[config.mk]
export PLATFORM = sky130hd
export DESIGN_NAME = fetch_prefetch
export DESIGN_NICKNAME = d
export VERILOG_FILES = /design/src/rtl/fetch_pkg.sv /design/src/rtl/fetch_fifo.sv /design/src/rtl/fetch_prefetch.sv
export SDC_FILE = /design/constraint.sdc
export NUM_CORES = 1
export LEC_CHECK = 0
export CAP_MARGIN = 20
export CORE_MARGIN = 2
export CORE_UTILIZATION = 52
export CTS_BUF_LIST = sky130_fd_sc_hd__clkbuf_8
export DETAILED_ROUTE_END_ITERATION = 16
export PLACE_DENSITY_LB_ADDON = 0.15
export SKIP_CTS_REPAIR_TIMING = 1
export SYNTH_ARGS = -nofsm -noshare
export SYNTH_HDL_FRONTEND = slang
export SYNTH_HIERARCHICAL = 1
export SYNTH_SLANG_ARGS = --single-unit
[constraint.sdc]
create_clock -name clk -period 4.7 [get_ports clk]
set_input_delay 1.41 -clock clk [delete_from_list [all_inputs] [get_ports clk]]
set_output_delay 1.41 -clock clk [all_outputs]
set_load 0.05 [all_outputs]
[src/rtl/fetch_pkg.sv]
// Shared types and defaults for the instruction prefetch unit.
// Queue entries carry the package widths; instantiate fetch_prefetch with
// AWIDTH/DWIDTH equal to FETCH_AWIDTH/FETCH_DWIDTH.
package fetch_pkg;

    localparam int          FETCH_AWIDTH   = 32;
    localparam int          FETCH_DWIDTH   = 32;
    localparam logic [31:0] FETCH_BASEADDR = 32'h0100_0000;

    // One prefetched instruction together with the PC it was fetched from
    typedef struct packed {
        logic [FETCH_AWIDTH-1:0] pc;
        logic [FETCH_DWIDTH-1:0] insn;
    } fetch_entry_t;

    // RUN fetches normally; HALT is only reachable with FETCH_MISALIGN_TRAP_EN
    typedef enum logic {
        ST_RUN  = 1'b0,
        ST_HALT = 1'b1
    } fetch_state_t;

endpackage

[src/rtl/fetch_fifo.sv]
// Prefetch queue: DEPTH-entry FIFO of fetch_entry_t with synchronous flush.
// head is the registered storage slot, so a pushed entry becomes visible on
// the cycle after the push (no write-through bypass). A push into a full
// queue succeeds when a pop happens in the same cycle.
module fetch_fifo
    import fetch_pkg::*;
#(
    parameter int DEPTH = 4
) (
    input  logic                   clk,
    input  logic                   reset,
    input  logic                   push,
    input  fetch_entry_t           push_data,
    input  logic                   pop,
    input  logic                   flush,
    output fetch_entry_t           head,
    output logic                   full,
    output logic                   empty,
    output logic [$clog2(DEPTH):0] count
);

    localparam int             PW       = $clog2(DEPTH);
    localparam logic [PW:0]    FULL_CNT = DEPTH[PW:0];

    fetch_entry_t    mem [DEPTH];
    logic [PW-1:0]   wr_ptr;
    logic [PW-1:0]   rd_ptr;
    logic [PW:0]     cnt_q;
    logic            do_push;
    logic            do_pop;

    assign empty   = (cnt_q == '0);
    assign full    = (cnt_q == FULL_CNT);
    assign do_pop  = pop && !empty;
    assign do_push = push && (!full || do_pop);
    assign head    = mem[rd_ptr];
    assign count   = cnt_q;

    // Pointer and occupancy bookkeeping; flush empties the queue in one cycle
    always_ff @(posedge clk) begin
        if (reset || flush) begin
            wr_ptr <= '0;
            rd_ptr <= '0;
            cnt_q  <= '0;
        end else begin
            if (do_push) wr_ptr <= wr_ptr + 1'b1;
            if (do_pop)  rd_ptr <= rd_ptr + 1'b1;
            cnt_q <= cnt_q + {{PW{1'b0}}, do_push} - {{PW{1'b0}}, do_pop};
        end
    end

    // Entry storage, no reset needed since occupancy gates visibility
    always_ff @(posedge clk) begin
        if (do_push) mem[wr_ptr] <= push_data;
    end

endmodule

[src/rtl/fetch_prefetch.sv]
// Instruction prefetch unit: sequential PC fetch into a small queue feeding
// decode, with redirect flush and drop accounting for in-flight responses.
// Optional feature macro: FETCH_MISALIGN_TRAP_EN (misaligned redirect halts
// fetch and raises fetch_misalign; otherwise the target is word aligned).
//
// Handshakes: a transfer happens on a rising edge where valid && ready; valid
// never depends combinationally on the matching ready. Memory responses
// return in request order, one per accepted request, at least one cycle later.
module fetch_prefetch
    import fetch_pkg::*;
#(
    parameter int                AWIDTH   = FETCH_AWIDTH,
    parameter int                DWIDTH   = FETCH_DWIDTH,
    parameter logic [AWIDTH-1:0] BASEADDR = AWIDTH'(FETCH_BASEADDR),
    parameter int                DEPTH    = 4
) (
    input  logic              clk,
    input  logic              reset,
    output logic              imem_req_valid,
    output logic [AWIDTH-1:0] imem_req_addr,
    input  logic              imem_req_ready,
    input  logic              imem_rsp_valid,
    input  logic [DWIDTH-1:0] imem_rsp_data,
    input  logic              redirect_valid,
    input  logic [AWIDTH-1:0] redirect_pc,
    output logic              dec_valid,
    output logic [AWIDTH-1:0] dec_pc,
    output logic [DWIDTH-1:0] dec_insn,
    input  logic              dec_ready,
    output logic              fetch_misalign
);

    localparam int          CW      = $clog2(DEPTH) + 1;
    // Drop count is wider than the queue: back-to-back redirects can stack
    // several generations of abandoned requests in the memory pipeline.
    localparam int          DROP_W  = CW + 4;
    localparam logic [CW:0] DEPTH_L = DEPTH[CW:0];

    fetch_state_t      state_q;
    fetch_state_t      state_d;
    logic [AWIDTH-1:0] pc_q;
    logic [AWIDTH-1:0] rsp_pc_q;      // PC of the next response that will be kept
    logic [CW-1:0]     out_q;         // accepted requests whose response is wanted
    logic [DROP_W-1:0] drop_q;        // responses still to be discarded
    logic [AWIDTH-1:0] redir_pc;
    logic [CW:0]       inflight_sum;
    logic              accept;
    logic              rsp_drop;
    logic              rsp_keep;
    logic              dec_pop;

    fetch_entry_t      push_entry;
    fetch_entry_t      head_entry;
    logic              fifo_full;
    logic              fifo_empty;
    logic [CW-1:0]     fifo_count;

    // Low two bits are cleared; with the trap enabled a nonzero pair halts instead
    assign redir_pc     = redirect_pc & ~AWIDTH'(3);
    assign inflight_sum = {1'b0, fifo_count} + {1'b0, out_q};

    assign imem_req_valid = !reset && (state_q == ST_RUN) && !fifo_full &&
                            (inflight_sum < DEPTH_L);
    assign imem_req_addr  = pc_q;
    assign accept         = imem_req_valid && imem_req_ready;

    // A response is discarded while drops are pending, on a redirect, or in HALT
    assign rsp_drop = imem_rsp_valid && (drop_q != '0);
    assign rsp_keep = imem_rsp_valid && (drop_q == '0) && !redirect_valid &&
                      (state_q == ST_RUN);
    // Redirect beats the decode handshake: the head is flushed, not consumed
    assign dec_pop  = !fifo_empty && dec_ready && !redirect_valid;

    assign push_entry.pc   = FETCH_AWIDTH'(rsp_pc_q);
    assign push_entry.insn = FETCH_DWIDTH'(imem_rsp_data);

    fetch_fifo #(.DEPTH(DEPTH)) u_fifo (
        .clk       (clk),
        .reset     (reset),
        .push      (rsp_keep),
        .push_data (push_entry),
        .pop       (dec_pop),
        .flush     (redirect_valid),
        .head      (head_entry),
        .full      (fifo_full),
        .empty     (fifo_empty),
        .count     (fifo_count)
    );

    assign dec_valid = !fifo_empty;
    assign dec_pc    = AWIDTH'(head_entry.pc);
    assign dec_insn  = DWIDTH'(head_entry.insn);

    // State register
    always_ff @(posedge clk) begin
        if (reset) state_q <= ST_RUN;
        else       state_q <= state_d;
    end

    // Next state: only a misaligned redirect (trap build) leaves RUN
    always_comb begin
        state_d = state_q;
`ifdef FETCH_MISALIGN_TRAP_EN
        if (state_q == ST_RUN && redirect_valid && redirect_pc[1:0] != 2'b00)
            state_d = ST_HALT;
`endif
    end

`ifdef FETCH_MISALIGN_TRAP_EN
    assign fetch_misalign = (state_q == ST_HALT);
`else
    assign fetch_misalign = 1'b0;
`endif

    // PC, response PC, outstanding and drop counters
    always_ff @(posedge clk) begin
        if (reset) begin
            pc_q     <= BASEADDR;
            rsp_pc_q <= BASEADDR;
            out_q    <= '0;
            drop_q   <= '0;
        end else if (redirect_valid) begin
            // Everything in flight, including a request accepted right now,
            // becomes a drop; a response arriving now consumes one of them.
            pc_q     <= redir_pc;
            rsp_pc_q <= redir_pc;
            out_q    <= '0;
            drop_q   <= drop_q + DROP_W'(out_q) + DROP_W'(accept)
                        - DROP_W'(imem_rsp_valid);
        end else begin
            if (accept)   pc_q     <= pc_q + AWIDTH'(4);
            if (rsp_keep) rsp_pc_q <= rsp_pc_q + AWIDTH'(4);
            if (rsp_drop) drop_q   <= drop_q - DROP_W'(1);
            out_q <= out_q + CW'(accept) - CW'(rsp_keep);
        end
    end

endmodule

Word-level counts from Yosys, hierarchy flattened
Memories as Yosys holds them, arrays and structs flattened. A register that Yosys moved wholly into a read port is not among the register bits. Index checks and enable logic that the tools add are counted.

Bits in registers: 81. Memory bits (writable): 256. Input port bits: 70. Output and inout port bits: 99. Logic and storage cells: 58. Memories: 1.

Memory list: u_fifo.mem (words 4, width 64, read ports 1, clocked after memory_dff 1, write ports 1, line fetch_fifo.sv:25) `fetch_entry_t mem [DEPTH];`.

Add/subtract/negate cells: 13. Magnitude comparators: 1. Eq/ne operators: 1. Mux-type cells: 10. Reductions and logical operators: 23.

Operators with widths (count): 32-bit two-way mux (4); 32-bit by 3-bit adder with 32-bit output (second input constant) (2); 7-bit two-way mux (2); 1-bit logical AND (10); 7-bit by 1-bit adder with 7-bit output (1); 7-bit by 3-bit adder with 7-bit output (1); 7-bit logical NOT (1); 7-bit nonzero test (1); 7-bit by 1-bit subtractor with 7-bit output (1); 7-bit by 1-bit subtractor with 7-bit output (second input constant) (1); 3-bit by 1-bit adder with 3-bit output (2); 2-bit nonzero test (3); 3-bit by 1-bit subtractor with 3-bit output (2); 2-bit by 1-bit adder with 2-bit output (second input constant) (2); 3-bit by 3-bit adder with 4-bit output (1); 1-bit logical NOT (4); 4-bit by 3-bit < comparator with 1-bit output (second input constant) (1); 2-bit two-way mux (2); 3-bit equality test (second input constant) (1); 3-bit logical NOT (1); 1-bit logical OR (2); 1-bit two-way mux (2); 2-bit OR reduction (1).

Depth between registers and ports, before layout
Gate-level depths: netlist of the first run.

Depth after elaboration: 9. Depth in mapped cells: 13. Gate-level depth less buffers: 12.

Cells and area by module
The synthesis of the first run kept the hierarchy.

Modules (own cells, without submodules): fetch_fifo (instances 1, cells an instance 382, area each 9689.3 um^2, sequential area each 7867.5 um^2); fetch_prefetch (instances 1, cells an instance 513, area each 4381.7 um^2, sequential area each 1401.3 um^2).

Worst setup path after synthesis of the first run
No wires, ideal clock.

Path kind: input to register. Start: in redirect_valid. End: mem u_fifo/mem[0][0] (netlist bit) (enable). Setup time: 0.429 ns. Arrival: 4.087 ns. Data required time: 4.271 ns. Slack: 0.184 ns. Stages: 7. Buffers on the path: 3. Path through: clkbuf_1 -> inv_1 -> clkbuf_1 -> clkbuf_1 -> and3_1 -> or4b_4 -> and3_1.

Cells in the longest elaborated chain, start to end: 7. Elaborated cells on any way between the ends: 8. Those cells by class: mux (2); reduce/logical (6).

Ends and longest elaborated chain: start: declaration (line fetch_prefetch.sv:24) `input logic redirect_valid,`; 1-bit logical NOT (line fetch_prefetch.sv:72) `assign dec_pop = !fifo_empty && dec_ready && !redirect_valid;`; 1-bit logical AND (line fetch_prefetch.sv:72); via dec_pop (line fetch_prefetch.sv:50) `logic dec_pop;`; 1-bit logical AND (line fetch_fifo.sv:34) `assign do_pop = pop && !empty;`; 1-bit logical OR (line fetch_fifo.sv:35) `assign do_push = push && (!full || do_pop);`; 1-bit logical AND (line fetch_fifo.sv:35); 1-bit two-way mux (line fetch_fifo.sv:54) `if (do_push) mem[wr_ptr] <= push_data;`; 1-bit two-way mux (implied by the code) (line fetch_fifo.sv:54); end: declaration (line fetch_fifo.sv:25).

The timed path passes the listed nets, and every way through them passes these cells.

==> results of run 1 <==
-- state kept, by name, summed over array words and instances (netlist names), named ones only --
name           count
imem_req_addr     30
drop_q             7
u_fifo/mem       256
u_fifo/wr_ptr      2
rsp_pc_q          30
u_fifo/rd_ptr      2
u_fifo/count       3
out_q              3
-- critical path, stage by stage (launching register included) --
cell	delay, ns
dfxtp_4	0.65
buf_12	0.30
mux4_2	0.57
clkdlybuf4s50_1	0.72
-- per-layer routing --
layer	vias to the layer above	routed length (um)	GRT usage
li1	3877	-	-
met1	4091	12900	0.286
met2	252	14000	0.344
met3	55	1600	0.0390
met4	2	641	0.0615
met5	-	9	0
-- area by class of cell --
| class | count | area (sq um) | share of cell area |
|---|---|---|---|
| clock buffers | 64 | 881 | 0.0511 |
| well taps | 341 | 427 | 0.0248 |
| flip-flops and latches | 335 | 9280 | 0.538 |
| multi-input cells | 477 | 4440 | 0.258 |
| clock inverters | 36 | 175 | 0.0102 |
| inverters | 50 | 188 | 0.0109 |
| repair buffers | 180 | 1850 | 0.107 |
-- cell usage in the layout, fill, tap and decap left out, drive strengths merged, types with 8 or more instances in the layout --
master / instances
xnor2: 31
a211oi: 14
a21oi: 30
nor4: 10
nor2: 25
and3: 19
and2: 9
xor2: 24
conb: 11
edfxtp: 256
nand4: 24
mux4: 64
and4: 15
nor3b: 8
nand2: 37
clkinv: 20
clkbuf: 64
clkdlybuf4s50: 160
nor3: 19
a21boi: 37
inv: 65
buf: 20
ha: 22
dfxtp: 79
nand3: 17
-- through the flow --
| stage | util | cell area, sq um |
|---|---|---|
| after floorplan | - | 14100 |
| after global placement | 0.605 | 16200 |
| after detailed placement | 0.605 | 16200 |
| after CTS | 0.645 | 17200 |
| after global routing | 0.645 | 17200 |
| final | 0.645 | 17200 |
-- where the power goes --
part / switching (mW) / leakage, nW / internal [mW]
Sequential: 0.115 / 2.98 / 3.32
Combinational: 0.648 / 2.32 / 0.465
Clock: 1.11 / 0.600 / 1.24
Total: 1.87 / 5.90 / 5.03
-- how the worst max path moves through the flow --
| stage | startpoint | end | slack [ns] |
|---|---|---|---|
| after floorplan | redirect_valid | u_fifo/mem[0][0] | 0.18 |
| after global placement | imem_rsp_valid | drop_q[6] | 0.50 |
| after detailed placement | imem_rsp_valid | drop_q[6] | 0.49 |
| after CTS | register | dec_pc[22] | 0.39 |
| after global routing | register | dec_pc[22] | 0.33 |
| final | register | dec_insn[23] | 0.46 |
-- kinds of logic after synthesis --
family	count (synthesis)	synth area share
XOR/XNOR	55	0.0342
AO/OA/AOI/OAI	118	0.0584
other	1	0.000267
adder cells (fa/ha/maj)	26	0.0253
flip-flops	335	0.659
AND/OR/NAND/NOR	200	0.0892
buffers and inverters	93	0.0293
multiplexers	67	0.105
==> flow_metrics.py, run 1 <==
metrics = {
    "outcome": {
        "status": "completed",
    },
    "timing": {
        "tightest_slew_ns": 0.676,
        "rsz0062_at_grt": "no",
        "setup-tns-final_ns": 0,
        "setup_slack_ns": 0.463,
        "setup_viol": 0,
        "fmax_ghz": 0.236,
        "fin_skew_ns": 0.0298,
        "relSlewSlack": 0.549,
        "hold_violations": 0,
        "min_period_ns": 4.24,
        "fin_crit_sh": 0.901,
        "slew_violations": 0,
        "fin_hold_ws_ns": 0.508,
    },
    "power": {
        "cellPowerDensity_nw_per_um2": 400,
        "power.total_mw": 6.90,
        "ir_drop_v": 0.000266,
        "total_leakage_power_nw": 5.90,
    },
    "floorplanning": {
        "rows": 60,
        "pin_count": 169,
        "dieArea_sq_um": 28400,
        "die_y_um": 169,
        "die_width_um": 169,
        "start_util": 0.526,
        "core-area_sq_um": 26700,
    },
    "cts": {
        "insertion_delay_ns": 0.59,
        "clk_pin_slew_ns": 0.06,
        "cts_buffers": 53,
        "cts_buffer_depth": 3,
        "cts_tree": "done",
        "cts.sinks": 335,
        "cts-root-buf": "clkbuf_8",
        "htree_num_levels": 2,
    },
    "finish": {
        "layoutNonFillerInstCount": 1483,
        "fillers": 1999,
        "areaGrowthSynthToFinish_pct": 22.5,
        "diodes": 0,
        "nets": 1193,
        "drive_gt1_frac": 0.162,
    },
    "routing": {
        "routed_wl_um": 29200,
        "drtIter0Drc": 568,
        "wl_per_cell_um": 19.7,
        "drc": 0,
        "via_per_inst": 5.58,
        "firstDrtPassIters": 5,
        "vias": 8277,
        "antenna_left": 0,
    },
    "worst_setup_path": {
        "r2r-start": "u_fifo/count[1]",
        "crit_fanout": 25,
        "cp-end-kind": "output pin",
        "critPathKind": "register to output pin",
        "r2r_slack_ns": 1.38,
        "rr_worst_depth": 12,
        "worstSetupStartpointType": "register",
        "critPathArrivalTime_ns": 2.83,
        "rr_endpoint": "drop_q[6]",
        "required_ns": 3.29,
    },
    "placed_design": {
        "placedCellCount": 1383,
        "dp_slack_ns": 0.492,
        "dp_hpwl_um": 18500,
        "place.gp.congestion": 0.800,
        "port-buffer-count": 163,
    },
    "synthesis": {
        "syn_inst": 895,
        "synthMostInstantiatedCell": "edfxtp_1",
        "synthArstFlopShare": 0,
        "synth_commonest_cells": "edfxtp_1, dfxtp_1, mux4_2, inv_1, nand2_1",
        "synth_seq_cells": 335,
        "avgSynthCellArea_sq_um": 15.7,
        "syn_area_sq_um": 14100,
        "synth_edf_count": 256,
        "synth.largest_area_cell": "edfxtp_1",
        "synth_warnings": 6,
        "synthTopCellsByArea": "edfxtp_1, dfxtp_1, mux4_2",
        "synth.top_cell.area_share": 0.546,
        "synth_cell_types": 67,
        "yosysSeqAreaShare": 0.659,
        "synth_flop_cell": "edfxtp_1",
    },
    "job": {
        "drv_cap": 0,
    },
    "grt": {
        "grt.overflow.total": 0,
        "grt_pass1_vias": 8444,
        "track_usage": 0.208,
        "grt_max_degree": 67,
        "grt_pass1_wl_um": 46100,
        "antenna_found_initial": 1,
    },
    "worst_hold_path": {
        "whs_path_depth": 0,
        "hp-start": "rsp_pc_q[31]",
        "holdPathEnd": "u_fifo/mem[3][63]",
        "hp-class": "register to register",
    },
}
(Power assumes the default switching activity.)
==> run 2: changes to the inputs <==
--- a/config.mk
+++ b/config.mk
@@ -6,6 +6,7 @@
 export NUM_CORES = 1
 export LEC_CHECK = 0
 export CAP_MARGIN = 20
+export CORE_ASPECT_RATIO = 1.25
 export CORE_MARGIN = 2
 export CORE_UTILIZATION = 52
 export CTS_BUF_LIST = sky130_fd_sc_hd__clkbuf_8
==> flow_metrics.py, run 2 (same netlist as run 1, synthesis figures left out) <==
metrics = {
    "worst_setup_path": {
        "cp-end-kind": "output pin",
        "cpMaxStageDelayCell": "clkdlybuf4s50_1",
        "rr_worst_depth": 12,
        "crit_fanout": 21,
        "crit_chain": "buf_4, mux4_2, clkdlybuf4s50_1",
        "required_ns": 3.29,
        "critPathArrivalTime_ns": 2.88,
        "cpPeakStageDelay_ns": 0.72,
        "worstSetupStartpointType": "register",
        "critPathKind": "register to output pin",
    },
    "floorplanning": {
        "rows": 67,
        "pin_count": 169,
        "die_width_um": 151,
        "start_util": 0.526,
        "dieArea_sq_um": 28400,
        "core-area_sq_um": 26700,
        "die_y_um": 188,
    },
    "routing": {
        "vias": 8352,
        "routed_wl_um": 30100,
        "firstDrtPassIters": 6,
        "antenna_left": 0,
        "drtIter0Drc": 420,
        "via_per_inst": 5.62,
        "wl_per_cell_um": 20.2,
        "drc": 0,
    },
    "cts": {
        "cts_buffer_depth": 3,
        "cts.sinks": 335,
        "clk_pin_slew_ns": 0.06,
        "insertion_delay_ns": 0.59,
        "cts-root-buf": "clkbuf_8",
        "cts_tree": "done",
        "htree_num_levels": 2,
        "cts_buffers": 50,
    },
    "timing": {
        "fin_crit_sh": 0.912,
        "hold_violations": 0,
        "relSlewSlack": 0.445,
        "slew_violations": 0,
        "fin_hold_ws_ns": 0.500,
        "fin_skew_ns": 0.0243,
        "tightest_slew_ns": 0.828,
        "fmax_ghz": 0.233,
        "setup_viol": 0,
        "setup-tns-final_ns": 0,
        "rsz0062_at_grt": "no",
        "min_period_ns": 4.29,
    },
    "finish": {
        "drive_gt1_frac": 0.155,
        "layoutNonFillerInstCount": 1487,
        "final_common_cell": "edfxtp_1",
        "top_register": "u_fifo/mem",
        "final_design_area_no_fill_sq_um": 17100,
        "areaGrowthSynthToFinish_pct": 21.8,
        "nets": 1197,
        "largest_reg_flops": 256,
        "layout_common_cells": "edfxtp_1, clkdlybuf4s50_1, dfxtp_1",
    },
    "grt": {
        "grt_pass1_vias": 8570,
        "antenna_found_initial": 0,
        "track_usage": 0.216,
        "grt_max_degree": 67,
        "grt.overflow.total": 0,
        "grt_pass1_wl_um": 46700,
    },
    "power": {
        "ir_drop_v": 0.000260,
        "cellPowerDensity_nw_per_um2": 388,
        "power.total_mw": 6.65,
        "total_leakage_power_nw": 5.85,
    },
    "worst_hold_path": {
        "hp-class": "register to register",
        "whs_path_depth": 2,
    },
    "placed_design": {
        "place_area_sq_um": 16300,
        "dp_hpwl_um": 19700,
        "port-buffer-count": 163,
        "place.gp.congestion": 0.776,
        "placedCellCount": 1394,
    },
    "outcome": {
        "status": "completed",
    },
    "job": {
        "drv_cap": 0,
    },
}
## run 2: final cells by class
type | instances | area (sq um)
timing repair buffer | 187 | 1910
fill | 2021 | 9600
inverter | 50 | 188
clock inverter | 40 | 166
multi-input combinational | 477 | 4450
antenna | 1 | 2.50
tap | 345 | 432
clock buffer | 52 | 716
sequential | 335 | 9280
## run 2: stage by stage
stage | setup WS [ns] | utilization
after floorplan | 0.184 | -
after detailed placement | 0.498 | 0.608
after global routing | 0.221 | 0.641
after CTS | 0.304 | 0.641
final | 0.414 | 0.641
after global placement | 0.488 | 0.608
## run 2: worst max-delay path: cells and delay by family (launching register included)
kind | cells | cell delay (ns)
buffers and inverters | 2 | 1.07
DFF | 1 | 0.66
muxes | 1 | 0.55
## run 2: final timing paths
kind / start / endpoint / slack, ns
worst max-delay path: register / dec_pc[27] / 0.41
worst min-delay path: u_fifo/wr_ptr[0] / u_fifo/wr_ptr[0] / 0.50
worst max register to register: u_fifo/count[1] / drop_q[6] / 1.31
worst min register to register: u_fifo/wr_ptr[0] / u_fifo/wr_ptr[0] / 0.50
## run 2: layer usage
layer  share of wire  track usage  routed length, um
met5               0            0                  0
met4           0.025       0.0730                763
met3           0.052       0.0421               1580
met2            0.50        0.364              15100
met1            0.42        0.281              12700
## run 2: where the power goes
part | internal, mW | switching (mW) | leakage (nW)
combinational | 0.472 | 0.649 | 2.36
clock | 1.02 | 1.07 | 0.511
sequential | 3.32 | 0.116 | 2.98
